[src/rtl/secure_memory_pkg.sv]
// rtl/secure_memory_pkg.sv - shared types and constants for the secure memory arbiter
package secure_memory_pkg;

  typedef enum logic [1:0] {
    IDLE,
    ACCESS,
    RDWAIT,
    DONE
  } state_t;

  localparam logic [31:0] DEFAULT_XOR_KEY   = 32'h95DA4EAB;
  localparam logic [15:0] DEFAULT_BASE_ADDR = 16'h8000;
  localparam int          WORD_SHIFT        = 2;

  // Byte address to memory word index; wraps mod 2^16 with no range check.
  function automatic logic [15:0] word_addr(input logic [15:0] byte_addr,
                                            input logic [15:0] base);
    logic [15:0] offset;
    offset = byte_addr - base;
    return offset >> WORD_SHIFT;
  endfunction

endpackage

[src/rtl/secure_memory_req_slot.sv]
// rtl/secure_memory_req_slot.sv - per-port request latch plus registered completion outputs
module secure_memory_req_slot
  import secure_memory_pkg::*;
(
  input  logic        clk,
  input  logic        reset,
  input  logic        start,
  input  logic        write,
  input  logic [15:0] addr,
  input  logic [31:0] wdata,
  input  logic        finish,
  input  logic        abort,
  input  logic        load,
  input  logic [31:0] load_data,
  input  logic        clear,
  output logic        pending,
  output logic        req_write,
  output logic [15:0] req_addr,
  output logic [31:0] req_wdata,
  output logic        done,
  output logic        err,
  output logic [31:0] rdata
);

  always_ff @(posedge clk) begin
    if (reset) begin
      pending   <= 1'b0;
      req_write <= 1'b0;
      req_addr  <= '0;
      req_wdata <= '0;
      done      <= 1'b0;
      err       <= 1'b0;
      rdata     <= '0;
    end else begin
      // A start while a request is already held is dropped on purpose.
      if (start && !pending) begin
        pending   <= 1'b1;
        req_write <= write;
        req_addr  <= addr;
        req_wdata <= wdata;
      end else if (clear) begin
        pending <= 1'b0;
      end
      done <= finish;
      err  <= finish && abort;
      if (load) begin
        rdata <= load_data;
      end
    end
  end

endmodule

[src/rtl/secure_memory_arbiter.sv]
// rtl/secure_memory_arbiter.sv - two-port round-robin arbiter onto the scrambled secure memory bus
module secure_memory_arbiter
  import secure_memory_pkg::*;
#(
  parameter logic [31:0] XOR_KEY   = DEFAULT_XOR_KEY,
  parameter logic [15:0] BASE_ADDR = DEFAULT_BASE_ADDR,
  parameter int          TIMEOUT   = 255
) (
  input  logic        clk,
  input  logic        reset,
  input  logic        req0_start,
  input  logic        req0_write,
  input  logic [15:0] req0_addr,
  input  logic [31:0] req0_wdata,
  output logic        req0_done,
  output logic        req0_err,
  output logic [31:0] req0_rdata,
  input  logic        req1_start,
  input  logic        req1_write,
  input  logic [15:0] req1_addr,
  input  logic [31:0] req1_wdata,
  output logic        req1_done,
  output logic        req1_err,
  output logic [31:0] req1_rdata,
  output logic [15:0] address,
  output logic [3:0]  byteenable,
  output logic        chipselect,
  output logic        write,
  output logic [31:0] writedata,
  input  logic [31:0] readdata,
  input  logic        waitrequest
);

  localparam logic [7:0] STALL_LIMIT = 8'(TIMEOUT - 1);

  state_t      state;
  logic        grant;
  logic        last_grant;
  logic [7:0]  stall_cnt;

  logic        pend0, pend1, wr0, wr1;
  logic [15:0] addr0, addr1;
  logic [31:0] wd0, wd1;

  logic        sel_write;
  logic [15:0] sel_addr;
  logic [31:0] sel_wdata;
  logic        timed_out, finish_any, pick;

  assign sel_write  = grant ? wr1 : wr0;
  assign sel_addr   = grant ? addr1 : addr0;
  assign sel_wdata  = grant ? wd1 : wd0;
  assign timed_out  = (state == ACCESS) && waitrequest && (stall_cnt == STALL_LIMIT);
  assign finish_any = ((state == ACCESS) && !waitrequest && sel_write) || timed_out ||
                      (state == RDWAIT);
  // last_grant only moves on a contested decision, so back-to-back pairs alternate.
  assign pick       = (pend0 && pend1) ? ~last_grant : pend1;

  always_ff @(posedge clk) begin
    if (reset) begin
      state      <= IDLE;
      grant      <= 1'b0;
      last_grant <= 1'b1;
      stall_cnt  <= '0;
    end else begin
      case (state)
        IDLE: begin
          if (pend0 || pend1) begin
            grant <= pick;
            if (pend0 && pend1) begin
              last_grant <= pick;
            end
            state <= ACCESS;
          end
        end
        ACCESS: begin
          if (!waitrequest) begin
            stall_cnt <= '0;
            state     <= sel_write ? DONE : RDWAIT;
          end else if (stall_cnt == STALL_LIMIT) begin
            stall_cnt <= '0;
            state     <= DONE;
          end else begin
            stall_cnt <= stall_cnt + 8'd1;
          end
        end
        RDWAIT: state <= DONE;
        DONE: begin
          // The waiting port goes straight onto the bus without an idle gap.
          if (grant ? pend0 : pend1) begin
            grant <= ~grant;
            state <= ACCESS;
          end else begin
            state <= IDLE;
          end
        end
        default: state <= IDLE;
      endcase
    end
  end

  always_comb begin
    chipselect = 1'b0;
    byteenable = 4'h0;
    address    = '0;
    write      = 1'b0;
    writedata  = '0;
    if (state == ACCESS) begin
      chipselect = 1'b1;
      byteenable = 4'hF;
      address    = word_addr(sel_addr, BASE_ADDR);
      write      = sel_write;
      writedata  = sel_write ? (sel_wdata ^ XOR_KEY) : 32'h0;
    end
  end

  secure_memory_req_slot u_slot0 (
    .clk       (clk),
    .reset     (reset),
    .start     (req0_start),
    .write     (req0_write),
    .addr      (req0_addr),
    .wdata     (req0_wdata),
    .finish    (finish_any && !grant),
    .abort     (timed_out),
    .load      ((state == RDWAIT) && !grant),
    .load_data (readdata ^ XOR_KEY),
    .clear     ((state == DONE) && !grant),
    .pending   (pend0),
    .req_write (wr0),
    .req_addr  (addr0),
    .req_wdata (wd0),
    .done      (req0_done),
    .err       (req0_err),
    .rdata     (req0_rdata)
  );

  secure_memory_req_slot u_slot1 (
    .clk       (clk),
    .reset     (reset),
    .start     (req1_start),
    .write     (req1_write),
    .addr      (req1_addr),
    .wdata     (req1_wdata),
    .finish    (finish_any && grant),
    .abort     (timed_out),
    .load      ((state == RDWAIT) && grant),
    .load_data (readdata ^ XOR_KEY),
    .clear     ((state == DONE) && grant),
    .pending   (pend1),
    .req_write (wr1),
    .req_addr  (addr1),
    .req_wdata (wd1),
    .done      (req1_done),
    .err       (req1_err),
    .rdata     (req1_rdata)
  );

endmodule

[config.mk]
export PLATFORM = sky130hd
export DESIGN_NAME = secure_memory_arbiter
export DESIGN_NICKNAME = d
export VERILOG_FILES = /design/src/rtl/secure_memory_pkg.sv /design/src/rtl/secure_memory_req_slot.sv /design/src/rtl/secure_memory_arbiter.sv
export SDC_FILE = /design/constraint.sdc
export NUM_CORES = 1
export LEC_CHECK = 0
export ABC_AREA = 1
export BUFFER_PORTS_ARGS = -buffer_cell sky130_fd_sc_hd__buf_4
export CAP_MARGIN = 30
export CORE_MARGIN = 8
export CORE_UTILIZATION = 50
export DETAILED_ROUTE_END_ITERATION = 8
export GPL_ROUTABILITY_DRIVEN = 0
export PLACE_DENSITY = 0.82
export SYNTH_ARGS = -nofsm -noshare
export SYNTH_HDL_FRONTEND = slang
export SYNTH_SLANG_ARGS = --single-unit
[constraint.sdc]
create_clock -name clk -period 1.8 [get_ports clk]
set_input_delay 0.27 -clock clk [delete_from_list [all_inputs] [get_ports clk]]
set_output_delay 0.27 -clock clk [all_outputs]
set_load 0.05 [all_outputs]
==> flow_summary.ini <==
[power]
power_density_nw_per_um2 = 1310
power_w = 0.0138
irDropWorstVdd_mv = 0.992
total_leakage_power_nw = 4.60

[sta]
slew_violations = 0
hold_viol_final = 0
max_slew.worst_pin.slew_ns = 0.901
hold-worst-slack_ns = 0.0188
rsz_0062_raised_after_global_routing = true
totalNegativeSetupSlack_ns = -1.67
max_slew_margin = 0.399
post-route-worst-setup-slack_ns = -0.0736
clk_skew_ns = 0.00423
setup_violations = 43
finalWorstPathRequiredPeriod_ns = 1.87
max_clock_freq_ghz = 0.534
final.period_utilization = 1.04

[clocking]
cts_buffers = 17
worst_skew_pair.late_latency_ns = 0.42
cts_sinks = 176
cts_tree = built
clock_tree.root_cell = sky130_fd_sc_hd__clkbuf_16
cts_max_path_buffers = 2
clkTransAtPathRegs_ns = 0.06
htree_levels = 4
cts_hold_repair.buffers = 0

[run_status]
status = finished, violations left
violations_in_the_final_reports = negative setup slack

[yosys]
synth_enable_flop_cells = 0
synth.cell_area_sq_um = 7220
ys_dominant_reg_cell = sky130_fd_sc_hd__dfxtp_1
synth.yosys.warnings = 0
post_synth_num_cell_types = 24
async_reset_ff_frac = 0
postSynthCellCount = 976
synth.area.top_cells = sky130_fd_sc_hd__dfxtp_1, sky130_fd_sc_hd__nor2_1, sky130_fd_sc_hd__o21ai_0
synth_largest_area_cell = sky130_fd_sc_hd__dfxtp_1
area_fraction_of_the_dominant_cell_type_after_synthesis = 0.488
sequential_share_of_the_synthesized_area = 0.488
count_leader_synth = sky130_fd_sc_hd__nor2_1
synth_commonest_cells = sky130_fd_sc_hd__nor2_1, sky130_fd_sc_hd__dfxtp_1, sky130_fd_sc_hd__o21ai_0
synth.ff_latch_count = 176
synthesis.area_per_instance_sq_um = 7.40

[grt]
grt_pass1_vias = 7022
grt_max_degree = 106
antenna_violations_before_repair = 1
first_pass_grt_wire_length_microns = 35000
gr-usage-all-layers = 0.238
global_route.overflow_total = 0

[die]
start_util = 0.505
rows = 44
floorplan.die_area_sq_um = 18500
die_x_microns = 136
die_height_microns = 136
io_pins = 257
core-area_sq_um = 14300

[critical_path]
r2r.worst_path.cells = 5
timing.rr.end = u_slot0.req_wdata[14]$_SDFFE_PP0P_
cp.required_ns = 1.53
worstReg2RegStart = u_slot0.pending$_SDFFE_PP0P_
crit_fanout = 7
timing.critical_path.arrival_ns = 1.60
crit_path_start_kind = flip-flop
endpoint_kind = primary output
timing.reg2reg.setup_slack_ns = 0.21
crit_type = flip-flop to primary output

[place]
placed_area_sq_um = 9440
dp.final_hpwl_microns = 15200
place.port_buffers = 250

[min_path]
holdCritPathClass = input port to flip-flop
min-delay-start = readdata[28]
hold_critical_path_endpoint = u_slot1.rdata[28]$_SDFFE_PP0P_
hold_path_depth = 2

[job]
drv.max_cap_violation_count = 0

[finish]
nFillCells = 1075
multiInputGateArea_sq_um = 3610
areaGrowthSynthToFinish_pct = 46.1
antenna_cells = 0
sequential_cell_area_sq_um = 3530
fin_area_sq_um = 10600
final_nets = 1345
layout-drive-gt1-share = 0.337

[detailed_routing]
postRouteAntennaNets = 0
dr.first_iter.drc_count = 437
vias_per_cell = 5.22
total_wirelength_of_the_detailed_routed_design_microns = 23200
first_pass_iters = 5
drc_errors = 0
dr_total_vias = 7319
average_wire_length_per_cell_after_detail_routing_microns = 16.6
-- cells by family after synthesis --
kind of cell               Yosys count  share of synthesized area
AOI/OAI and AO/OA                  241                      0.168
adders and majority gates            6                     0.0104
buffers and inverters               94                     0.0819
DFF                                176                      0.488
other                                1                   0.000519
and+or+nand+nor                    458                      0.251
-- state kept, by name (all words and copies together) (netlist names) --
signal / cells
u_slot0.rdata: 32
u_slot0.req_wdata: 32
u_slot1.rdata: 32
u_slot1.req_wdata: 32
u_slot0.req_addr: 14
u_slot1.req_addr: 14
stall_cnt: 8
state: 2
grant: 1
last_grant: 1
u_slot0.done: 1
u_slot0.err: 1
u_slot0.pending: 1
u_slot0.req_write: 1
u_slot1.done: 1
u_slot1.err: 1
u_slot1.pending: 1
u_slot1.req_write: 1
-- power breakdown --
part / switching [W] / leakage (nW) / internal, W
logic: 0.00368 / 2.88 / 0.00187
registers: 0.000330 / 1.45 / 0.00447
clock network: 0.00155 / 0.268 / 0.00191
total: 0.00556 / 4.60 / 0.00825
-- worst max-delay path, cell delays in order (launching register included) --
cell and delay, ns:
sky130_fd_sc_hd__dfxtp_4 0.35, sky130_fd_sc_hd__inv_4 0.05, sky130_fd_sc_hd__ha_4 0.19, sky130_fd_sc_hd__nand2_8 0.11, sky130_fd_sc_hd__buf_16 0.17, sky130_fd_sc_hd__a21oi_4 0.12, sky130_fd_sc_hd__buf_6 0.17
-- repair_timing --
action	4_1_cts	5_1_grt
setup buffers	6	1
gates resized for setup	92	44
cloned	1	3
pin swaps	3	6
setup endpoints to repair	53	97
-- cells in the final DEF, fill, tap and decap left out, types with 10 or more instances in the layout --
cell                          n
sky130_fd_sc_hd__nand2_1    113
sky130_fd_sc_hd__o21ai_0    139
sky130_fd_sc_hd__nor2_4      33
sky130_fd_sc_hd__nand2_2     10
sky130_fd_sc_hd__a21oi_1     48
sky130_fd_sc_hd__buf_6       44
sky130_fd_sc_hd__buf_4      211
sky130_fd_sc_hd__o21ai_1     32
sky130_fd_sc_hd__nand3_1     19
sky130_fd_sc_hd__inv_1       10
sky130_fd_sc_hd__nor2_2      10
sky130_fd_sc_hd__buf_8       16
sky130_fd_sc_hd__clkbuf_16   19
sky130_fd_sc_hd__dfxtp_1    173
sky130_fd_sc_hd__nor2_1     260
sky130_fd_sc_hd__a21oi_4     11
-- routing by layer --
metal  vias to the layer above  wire, microns  part of all wire  GRT usage
met5                         -             13           0.00056          0
met4                         2            823             0.035      0.120
met3                        58           2390              0.10     0.0913
met2                       302          11400              0.49      0.391
met1                      3356           8620              0.37      0.265
li1                       3601              -                 -          -
-- how the worst max path moves through the flow --
stage                                startpoint                        endpoint  slack [ns]  depth (start not counted)
after floorplan           state[1]$_SDFFE_PP0P_                   writedata[30]       -0.02                          6
after global placement    state[0]$_SDFFE_PP0P_  u_slot1.rdata[26]$_SDFFE_PP0P_         0.1                          6
after detailed placement  state[0]$_SDFFE_PP0P_   u_slot1.rdata[7]$_SDFFE_PP0P_        0.01                          6
after CTS                 state[1]$_SDFFE_PP0P_                    writedata[8]       -0.10                          6
after global routing      state[1]$_SDFFE_PP0P_                    writedata[8]       -0.14                          6
final                     state[1]$_SDFFE_PP0P_                   writedata[15]       -0.07                          6
-- area by class of cell --
class / instances / area share
Tap cell: 184 / 0.0218
Clock inverter: 13 / 0.0108
Inverter: 21 / 0.00913
Timing Repair Buffer: 281 / 0.240
Sequential cell: 176 / 0.335
Clock buffer: 19 / 0.0410
Multi-Input combinational cell: 707 / 0.342
-- per-stage QoR --
step                instances  utilization  setup WS [ns]
detailed placement       1358        0.659         0.0114
CTS                      1397        0.722         -0.100
global placement         1358        0.659         0.0963
finish                   1401        0.737        -0.0736
floorplan                 977            -        -0.0206
global route             1401        0.737         -0.143
Power figures use the tool's default switching activity.
